### config.mk
export PLATFORM = sky130hd
export DESIGN_NAME = mdio_responder
export DESIGN_NICKNAME = d
export VERILOG_FILES = /design/src/rtl/mdio_responder.sv
export SDC_FILE = /design/constraint.sdc
export NUM_CORES = 1
export LEC_CHECK = 0
export BUFFER_PORTS_ARGS = -buffer_cell sky130_fd_sc_hd__buf_2
export CAP_MARGIN = 20
export CORE_MARGIN = 5
export CORE_UTILIZATION = 30
export CTS_CLUSTER_DIAMETER = 150
export DETAILED_ROUTE_END_ITERATION = 12
export GPL_ROUTABILITY_DRIVEN = 0
export GPL_TIMING_DRIVEN = 0
export PLACE_DENSITY = 0.41
export SLEW_MARGIN = 10
export SYNTH_ARGS = -nofsm -noshare
export SYNTH_HDL_FRONTEND = slang
export SYNTH_SLANG_ARGS = --single-unit
### constraint.sdc
create_clock -name Clk -period 3.4 [get_ports Clk]
set_input_delay 0.51 -clock Clk [delete_from_list [all_inputs] [get_ports Clk]]
set_output_delay 0.51 -clock Clk [all_outputs]
set_load 0.02 [all_outputs]
### src/rtl/mdio_responder.sv
// mdio_responder: Clause 22 MDIO slave with a 32x16 register file and ID registers 2/3.
// MDC and MDIO are oversampled on Clk; all protocol work happens on a detected MDC rise.
module mdio_responder #(
  parameter logic [4:0]  PHY_ADDR = 5'd1,
  parameter logic [15:0] PHY_ID1  = 16'h0022,
  parameter logic [15:0] PHY_ID2  = 16'h1560
) (
  input  logic        Clk,
  input  logic        Rst,
  input  logic        MDC,
  input  logic        MDIO_I,
  output logic        MDIO_O,
  output logic        MDIO_OE,
  output logic        Wr_Valid,
  output logic [4:0]  Wr_Addr,
  output logic [15:0] Wr_Data
);
  typedef enum logic [2:0] {IDLE, ST, OP, PHYAD, REGAD, TA, RD_DATA, WR_DATA} state_t;
  state_t      state_q;
  logic [1:0]  mdc_q, mdio_q;
  logic        mdc_prev_q;
  logic [5:0]  pre_q;
  logic [3:0]  cnt_q;
  logic        op_q, rd_q;
  logic [4:0]  phy_q, reg_q;
  logic [15:0] sh_q;
  logic [15:0] rf_q [32];
  logic        mdc_rise, b, match;
  logic [4:0]  reg_d;
  logic [15:0] sh_d, rd_word;
  assign mdc_rise = mdc_q[1] & ~mdc_prev_q;
  assign b        = mdio_q[1];
  assign match    = phy_q == PHY_ADDR;
  assign reg_d    = {reg_q[3:0], b};
  assign sh_d     = {sh_q[14:0], b};
  assign rd_word  = reg_d == 5'd2 ? PHY_ID1 : reg_d == 5'd3 ? PHY_ID2 : rf_q[reg_d];
  always_ff @(posedge Clk) begin
    Wr_Valid <= 1'b0;
    if (Rst) begin
      state_q    <= IDLE;
      mdc_q      <= '0;
      mdio_q     <= '0;
      mdc_prev_q <= 1'b0;
      pre_q      <= '0;
      cnt_q      <= '0;
      op_q       <= 1'b0;
      rd_q       <= 1'b0;
      phy_q      <= '0;
      reg_q      <= '0;
      sh_q       <= '0;
      MDIO_O     <= 1'b1;
      MDIO_OE    <= 1'b0;
      Wr_Addr    <= '0;
      Wr_Data    <= '0;
      for (int i = 0; i < 32; i++) rf_q[i] <= '0;
    end else begin
      mdc_q      <= {mdc_q[0], MDC};
      mdio_q     <= {mdio_q[0], MDIO_I};
      mdc_prev_q <= mdc_q[1];
      if (mdc_rise) begin
        case (state_q)
          IDLE: begin
            // Saturating run of ones; the first 0 after >=32 ones is ST bit 0.
            pre_q <= b ? pre_q + {5'd0, ~&pre_q} : '0;
            if (!b && pre_q[5]) state_q <= ST;
          end
          ST: begin
            state_q <= b ? OP : IDLE;
            cnt_q   <= 4'd1;
          end
          OP: begin
            op_q  <= b;
            cnt_q <= cnt_q - 4'd1;
            if (cnt_q == 4'd0) begin
              state_q <= (op_q ^ b) ? PHYAD : IDLE;
              rd_q    <= op_q;
              cnt_q   <= 4'd4;
            end
          end
          PHYAD: begin
            phy_q <= {phy_q[3:0], b};
            cnt_q <= cnt_q - 4'd1;
            if (cnt_q == 4'd0) begin
              state_q <= REGAD;
              cnt_q   <= 4'd4;
            end
          end
          REGAD: begin
            reg_q <= reg_d;
            cnt_q <= cnt_q - 4'd1;
            if (cnt_q == 4'd0) begin
              state_q <= TA;
              cnt_q   <= 4'd1;
              sh_q    <= rd_word;
            end
          end
          TA: begin
            cnt_q <= cnt_q - 4'd1;
            if (rd_q && match) begin
              MDIO_OE <= 1'b1;
              MDIO_O  <= cnt_q == 4'd0 ? sh_q[15] : 1'b0;
            end
            if (cnt_q == 4'd0) begin
              state_q <= rd_q ? RD_DATA : WR_DATA;
              cnt_q   <= 4'd15;
              sh_q    <= rd_q ? {sh_q[14:0], 1'b0} : sh_q;
            end
          end
          RD_DATA: begin
            cnt_q <= cnt_q - 4'd1;
            sh_q  <= {sh_q[14:0], 1'b0};
            if (match) MDIO_O <= sh_q[15];
            if (cnt_q == 4'd0) begin
              MDIO_OE <= 1'b0;
              MDIO_O  <= 1'b1;
              state_q <= IDLE;
            end
          end
          WR_DATA: begin
            sh_q  <= sh_d;
            cnt_q <= cnt_q - 4'd1;
            if (cnt_q == 4'd0) begin
              state_q <= IDLE;
              if (match) begin
                Wr_Valid <= 1'b1;
                Wr_Addr  <= reg_q;
                Wr_Data  <= sh_d;
                if (reg_q != 5'd2 && reg_q != 5'd3) rf_q[reg_q] <= sh_d;
              end
            end
          end
          default: state_q <= IDLE;
        endcase
      end
    end
  end
endmodule

==> out/qor.txt, run 1 <==
TritonCTS clock tree -> built
Status -> finished, violations left
Seq pwr share -> 0.500
Die height -> 302 um
CTS Sinks -> 560
Hold Buf Count CTS -> 0
Gr ovfl total -> 0
Final min period -> 3.48 ns
Layout fillers -> 8319
Power per standard cell area -> 522 mW/mm^2
Cells after Synth -> 1838
Clock power share -> 0.465
DRC marker count from the first detailed-route iteration -> 1883
Highest Clock Rate -> 287 MHz
Core footprint -> 0.0850 sq mm
Dpl cell area -> 0.0273 sq mm
Largest net degree at the start of global routing -> 17
Switching Fraction -> 0.220
Nets -> 1953
Most common cell after layout, fill and taps aside -> edfxtp_1
Leading area contributor after synthesis -> edfxtp_1
RSZ-0062 raised after global routing -> no
Fin cells -> 3145
Internal power -> 12.0 mW
Post-synth top flop -> edfxtp_1
Max stage delay on crit path -> 0.72 ns
Row count -> 107
Tightest Pin Transition -> 1.16 ns
Cell with the largest stage delay on the worst path -> clkbuf_1
Clk buf depth -> 3
Tcrit/Tclk final -> 1.02
Die ar. -> 0.0915 sq mm
Async set or reset register ratio after synthesis -> 0
Post-CTS Setup Repair Bufs -> 0
Syn_area_per_cell -> 14.0 sq um
CP cell instances -> buf_2, clkbuf_1, clkbuf_1, nand3_1, nand4_1, nand4_1, o21ai_0, a21oi_1
Synth Area in Adders -> 0.00185
Worst R2R Path Depth -> 8
Vias in the first global route -> 16.0k
Worst vdd ir -> 282 uV
CTS Buf Count -> 67
Ys Warns -> 0
Post-synthesis mux area share -> 0.122
Synth cell types -> 69
Post-Layout Inst Area -> 0.0296 sq mm
Violated checks -> setup timing
Post-DP HPWL -> 64.2 mm
Placed insts -> 3019
Hold Crit Start -> MDC
Switching pwr -> 3.39 mW
Netlist Area Pre-Place -> 0.0257 sq mm
Max Cap Viol -> 0
I/O Pins -> 28
Initial antenna violation count -> 7
Slew headroom -> 0.225
Top cell type's share of synthesized area -> 0.573
#FFs+latches synth -> 560
FF-to-FF End -> sh_q[5]
Endpoints failing hold -> 0
Worst hold path class -> in -> reg
Worst setup EP type -> flip-flop
IO Port Bufs -> 27
DRC viols -> 0
Buf+Inv Stages, Crit Path -> 3
Area grow syn2layout -> 15.2%
Commonest cells after routing, fill and taps aside -> edfxtp_1 (490), and2_1 (481), mux4_2 (109), clkbuf_1 (96), nand2_1 (79)
CP top delay family -> buffers and inverters
FF-to-FF setup slack -> -0.08 ns
Final Max Slew Viols -> 0
Root buf cell -> clkbuf_16
Detailed Routing Iterations Pass 1 -> 5
Clk slew on worst S/H paths -> 0.06 ns
Logic pwr share -> 0.035
Post-route setup slack -> -0.0799 ns
EDFF count, synth -> 490
Share of the synthesized area in compound gates (AO/OA/AOI/OAI) -> 0.0356
Hold Slack -> 0.108 ns
CP Class -> reg -> reg
Largest family of logic cells by synthesized area -> simple AND/OR/NAND/NOR gates
Hold Path Cell Cnt -> 2
Vias -> 15.9k
Post-Synth Simple-Gate Area -> 0.180
CP arrival -> 3.95 ns
Cell depth of the worst setup path -> 8
First-pass GRT wire length -> 129 mm
Clk_skew -> 0.0305 ns
Worst Path Max Fanout -> 10
CP Launch Type -> flip-flop
Final ANT Viol Nets -> 0
Synth area leaders -> edfxtp_1 (57%), and2_1 (12%), mux4_2 (9.6%), dfxtp_1 (5.5%), mux2i_1 (2.1%)
Starting Density -> 0.302
Routed length per instance -> 29.8 um
Htree depth -> 3
Hold endpoint -> mdc_q[0]
Avg Vias per Cell -> 5.05
Share of cells above drive strength 1 -> 0.197
GRT Resource Usage Total -> 0.203
Total Routed Length -> 93.7 mm
Req. time, crit path -> 3.87 ns
Post-Synth XOR/XNOR Area -> 0.00205
Die X -> 302 um
Clock latency at the later pin of the worst-skew pair -> 0.61 ns
Reg2Reg Launch Point -> reg_q[2]
Leakage -> 10.3 nW
Setup-failing EPs final -> 1
Sequential share of the synthesized area -> 0.628
## worst reg2reg max path: stages, from the launching register on
cell and delay, ns:
dfxtp_1 0.40, buf_2 0.32, clkbuf_1 0.69, clkbuf_1 0.72
nand3_1 0.19, nand4_1 0.33, nand4_1 0.18, o21ai_0 0.39
a21oi_1 0.11
## per-layer routing
metal / up-vias / routed length (um) / global-route usage
met5: - / 0 / 0
met2: 546 / 43900 / 0.327
met4: 0 / 2700 / 0.0549
met3: 132 / 6370 / 0.0462
li1: 6898 / - / -
met1: 8316 / 40700 / 0.279
## cells by family (layout without fill, tap and decap cells)
family                     Yosys count  count (layout)
AOI/OAI and AO/OA                  144             144
xor gates and xnor gates             6               6
adders and majority gates            4               4
buffers and inverters              170             317
DFF                                560             560
muxes                              174             174
other                                1              16
and+or+nand+nor                    779             780
## cells in the mapped netlist (all sizes together) (9+ instances only)
master  instances
a211oi         14
a21oi          50
a221oi          9
a22oi          12
and2          481
buf            71
clkbuf         86
dfxtp          70
edfxtp        490
inv            13
mux2           12
mux2i          53
mux4          109
nand2          80
nand2b         18
nand3          20
nor2           79
nor2b          16
nor3           12
o21ai          20
o22ai          14
or2            32
## worst max path at each step
| stage | startpoint | slack [ns] | to |
|---|---|---|---|
| after floorplan | cnt_q[0] | 0.78 | rf_q[19][0] |
| after global placement | reg_q[1] | -0.35 | sh_q[5] |
| after detailed placement | reg_q[1] | -0.35 | sh_q[5] |
| after CTS | cnt_q[0] | 0.0009 | rf_q[20][13] |
| after global routing | cnt_q[0] | 0.001 | rf_q[17][12] |
| final | reg_q[2] | -0.08 | sh_q[5] |
## final cells by class
type,count,area [sq um],share of cell area
antenna,6,15.0,0.000508
sequential,560,16100,0.545
clock inverter,33,324,0.0110
tap,1144,1430,0.0484
buffer,157,763,0.0258
multi-input combinational,1118,8870,0.300
clock buffer,85,1830,0.0619
inverter,13,48.8,0.00165
timing repair buffer,29,165,0.00559
## sequential cells by signal (all words and copies together), names as in the netlist
| register | flops |
|---|---|
| phy_q | 5 |
| rf_q | 490 |
| Wr_Data | 16 |
| state_q | 3 |
| rd_q | 1 |
| MDIO_OE | 1 |
| mdc_prev_q | 1 |
| MDIO_O | 1 |
| cnt_q | 4 |
| reg_q | 5 |
| Wr_Valid | 1 |
| Wr_Addr | 5 |
| mdc_q | 2 |
| pre_q | 6 |
| mdio_q | 2 |
| op_q | 1 |
| sh_q | 16 |
## power by group through the flow
stage / clock (mW) / combinational, mW / sequential [mW]
floorplan: 0 / 0.309 / 7.83
global placement: 0 / 0.543 / 7.85
detailed placement: 0 / 0.541 / 7.86
CTS: 7.31 / 0.550 / 7.72
global route: 7.59 / 0.568 / 7.73
finish: 7.17 / 0.541 / 7.71
## timing repair
action	CTS	global route
endpoints found under the setup margin	267	369
gates cloned	0	1
endpoints found under the hold margin	0	0
gates resized for setup	26	8
## through the flow
step | util | total power, mW | worst slack, ns | TNS [ns]
global placement | 0.321 | 8.40 | -0.350 | -45.12
floorplan | - | 8.14 | 0.782 | 0
global route | 0.348 | 15.9 | 0.00134 | 0
CTS | 0.347 | 15.6 | 0.000865 | 0
finish | 0.348 | 15.4 | -0.0799 | -0.0799
detailed placement | 0.321 | 8.40 | -0.348 | -37.60
(Power assumes the default switching activity.)
==> inputs of run 2 (changes only) <==
ABC_AREA = 1   (was unset)
==> run 2 against run 1 <==
Net effect:
- the flow still finishes with violations (setup timing)
- cell count rose by 26%
- largest power group unchanged
- sequential power rose by 4.0%
- synthesized cell count increased by 43%
- clock-buffer cell count increased by 4
- highest routed layer unchanged
- critical endpoint is now rf_q[10][11]
- largest cell class unchanged
- worst hold slack lost 0.015 ns
- critical path type unchanged
==> out/qor.txt, run 2 <==
Cell with the largest stage delay on the worst path -> nor2_2
Hold Crit Start -> MDIO_I
DRC marker count from the first detailed-route iteration -> 2424 (+29%)
Power per standard cell area -> 523 mW/mm^2 (+0.16%)
Clk buf depth -> 3 (unchanged)
Endpoints failing hold -> 0 (unchanged)
Die X -> 301 um (-0.48%)
CP top delay family -> simple AND/OR/NAND/NOR gates
Most common cell in the netlist -> nor2_1
Dpl cell area -> 0.0271 sq mm (-0.57%)
Ys Warns -> 0 (unchanged)
Htree depth -> 3 (unchanged)
Die ar. -> 0.0906 sq mm (-0.95%)
Most common cell after layout, fill and taps aside -> nor2_1
Fin cells -> 3954 (+26%)
Largest net degree at the start of global routing -> 17 (unchanged)
Finished Core Util -> 0.353 (+0.00552)
Worst Path Max Fanout -> 16 (+6)
EDFF count, synth -> 510 (+4.1%)
Tcrit/Tclk final -> 1.00 (-0.0233)
Gr ovfl total -> 0 (unchanged)
CP cell instances -> clkbuf_2, nor2_2, inv_1, nor2_1, nand2_1, nand2_4, clkinv_1, nand4_2, buf_2, nand2_2
Worst Setup SP -> reg_q[3]
Max stage delay on crit path -> 0.42 ns (-0.30 ns)
Vias in the first global route -> 19.6k (+23%)
Clk_skew -> 0.0353 ns (+0.00485 ns)
Met3 Use GR -> 0.0411 (-0.00506)
Starting Density -> 0.303 (+0.00128)
Synth cell count leaders -> nor2_1 (636), nand2_1 (611), edfxtp_1 (510)
Buf+Inv Stages, Crit Path -> 4 (+1)
Area of the multi-input gates -> 0.00795 sq mm (-10%)
Final Max Slew Viols -> 0 (unchanged)
Max Cap Viol -> 0 (unchanged)
Worst hold path class -> in -> reg
Hold Buf Count CTS -> 0 (unchanged)
Largest register FFs -> 510 (+4.1%)
Leading area contributor after synthesis -> edfxtp_1
Commonest cells after routing, fill and taps aside -> nor2_1 (634), nand2_1 (571), edfxtp_1 (510), o21ai_0 (180), a21oi_1 (158)
Layer with the highest usage -> met2
Post-Layout Inst Area -> 0.0296 sq mm (+0.16%)
Synth cell types -> 42 (-39%)
Clk slew on worst S/H paths -> 0.06 ns (about the same)
Status -> finished, violations left
Total Routed Length -> 109 mm (+16%)
Syn_area_per_cell -> 9.67 sq um (-31%)
Hold Path Cell Cnt -> 3 (+1)
Reg2Reg Launch Point -> reg_q[3]
Hold endpoint -> mdio_q[0]
CP arrival -> 3.62 ns (-0.33 ns)
Post-route setup slack -> -0.000714 ns (+0.0792 ns)
Worst vdd ir -> 318 uV (+12%)
CP Launch Type -> flip-flop
# diodes -> 0 (-6)
CP Class -> reg -> reg
Largest Register -> rf_q
#FFs+latches synth -> 580 (+3.6%)
Avg Vias per Cell -> 5.24 (+3.7%)
Synth area leaders -> edfxtp_1 (60%), nor2_1 (9.4%), nand2_1 (9.0%), dfxtp_1 (5.5%), o21ai_0 (3.7%)
Layout fillers -> 8656 (+4.1%)
Root buf cell -> clkbuf_16
Clock latency at the later pin of the worst-skew pair -> 0.62 ns (about the same)
Share of cells above drive strength 1 -> 0.101 (-0.0956)
Final min period -> 3.40 ns (-0.0792 ns)
Row count -> 106 (-0.93%)
FF-to-FF End -> rf_q[10][11]
RSZ-0062 raised after global routing -> yes
Nets -> 2779 (+42%)
Initial antenna violation count -> 2 (-5)
Async set or reset register ratio after synthesis -> 0 (unchanged)
Sequential Area -> 0.0167 sq mm (+3.7%)
Setup-failing EPs final -> 1 (unchanged)
Setup TNS -> -0.000714 ns (+0.0792 ns)
FF-to-FF setup slack -> -0.0007 ns (+0.08 ns)
Tightest Pin Transition -> 1.26 ns (+0.0974 ns)
Routed length per instance -> 27.5 um (-7.8%)
Core footprint -> 0.0838 sq mm (-1.4%)
Area grow syn2layout -> 16.6%
Highest Clock Rate -> 294 MHz (+2.3%)
Leakage -> 10.5 nW (+1.9%)
Placed insts -> 3820 (+27%)
Req. time, crit path -> 3.62 ns (-0.25 ns)
Final ANT Viol Nets -> 0 (unchanged)
M2 GR Usage -> 0.360 (+0.0322)
Worst setup EP type -> flip-flop
First-pass GRT wire length -> 150 mm (+16%)
IO Port Bufs -> 27 (unchanged)
Slew headroom -> 0.160 (-0.0649)
Post-DP HPWL -> 75.8 mm (+18%)
Violated checks -> setup timing
Top cell type's share of synthesized area -> 0.603 (+0.0293)
TritonCTS clock tree -> built
Vias -> 20.7k (+30%)
Post-synth top flop -> edfxtp_1
Largest registers -> rf_q (510), Wr_Data (16), sh_q (16)
Die height -> 301 um (-0.48%)
GRT met1 Usage -> 0.330 (+0.0511)
Worst R2R Path Depth -> 10 (+2)
I/O Pins -> 28 (unchanged)
Sequential share of the synthesized area -> 0.658 (+0.0299)
Hold Slack -> 0.0936 ns (-0.0146 ns)
GRT Resource Usage Total -> 0.235 (+0.0316)
CTS Sinks -> 580 (+3.6%)
Netlist Area Pre-Place -> 0.0254 sq mm (-0.99%)
DRC viols -> 0 (unchanged)
Detailed Routing Iterations Pass 1 -> 5 (unchanged)
Cells after Synth -> 2626 (+43%)
CTS Buf Count -> 70 (+4.5%)
[run 2: changes by cell type in the layout (fill, tap and decap cells not counted), sizes merged, moves of 26 or more]
cell	change
and2	-481
clkbuf	+59
o211ai	+26
mux2i	-53
o21ai	+169
mux4	-109
a21oi	+108
nand3	+56
nor2	+560
inv	+60
nand2	+536
or2	-30
[run 2: worst max path at each step]
stage | end | slack [ns] | depth (start not counted)
2_1_floorplan | rf_q[4][0] | 0.67 | 11
3_3_place_gp | rf_q[26][3] | -0.77 | 11
3_5_place_dp | rf_q[26][3] | -0.84 | 11
4_1_cts | rf_q[6][1] | -0.003 | 12
5_1_grt | rf_q[21][13] | -0.11 | 12
6_report | rf_q[10][11] | -0.0007 | 10
[run 2: layout make-up]
cell class,count,area share
buffer,193,0.0287
clock buffer,89,0.0637
clock inverter,31,0.00566
inverter,76,0.00963
multi-input combinational,1804,0.268
sequential,580,0.564
tap,1134,0.0479
timing repair buffer,47,0.0117
[run 2: per-layer routing]
metal | vias up | share of wire
met4 | 0 | 0.048
met3 | 201 | 0.086
met1 | 10435 | 0.43
li1 | 9085 | -
met2 | 1005 | 0.44
met5 | - | 0
[run 2: kinds of logic (layout without fill, tap and decap cells)]
group,after synthesis,after routing,synth area share
simple gates,1374,1374,0.215
flops,580,580,0.658
compound gates,395,395,0.0830
buf+inv,271,436,0.0419
fa+ha+maj,3,3,0.00148
xor+xnor,2,2,0.000690
other cells,1,30,0.000148
[run 2: through the flow]
step	worst slack, ns	power [mW]
floorplan	0.668	8.40
global placement	-0.768	8.65
detailed placement	-0.837	8.66
CTS	-0.00290	15.5
global route	-0.109	15.9
finish	-0.000714	15.5
[run 2: what timing repair did]
| action | CTS | global route |
|---|---|---|
| setup buffers | 11 | 4 |
| endpoints found under the setup margin | 528 | 395 |
| pin swaps | 1 | 1 |
| endpoints found under the hold margin | 0 | 0 |
| resized for setup | 84 | 41 |
[run 2: worst min-delay path, cell delays in order]
cell	delay, ns
buf_2	0.07
inv_1	0.03
nor2_1	0.06
[run 2: where the power goes]
part	switching (mW)	internal [mW]	leakage, nW	total (mW)
clock network	3.02	3.91	1.01	6.93
logic	0.414	0.104	3.67	0.519
registers	0.0710	7.95	5.82	8.02
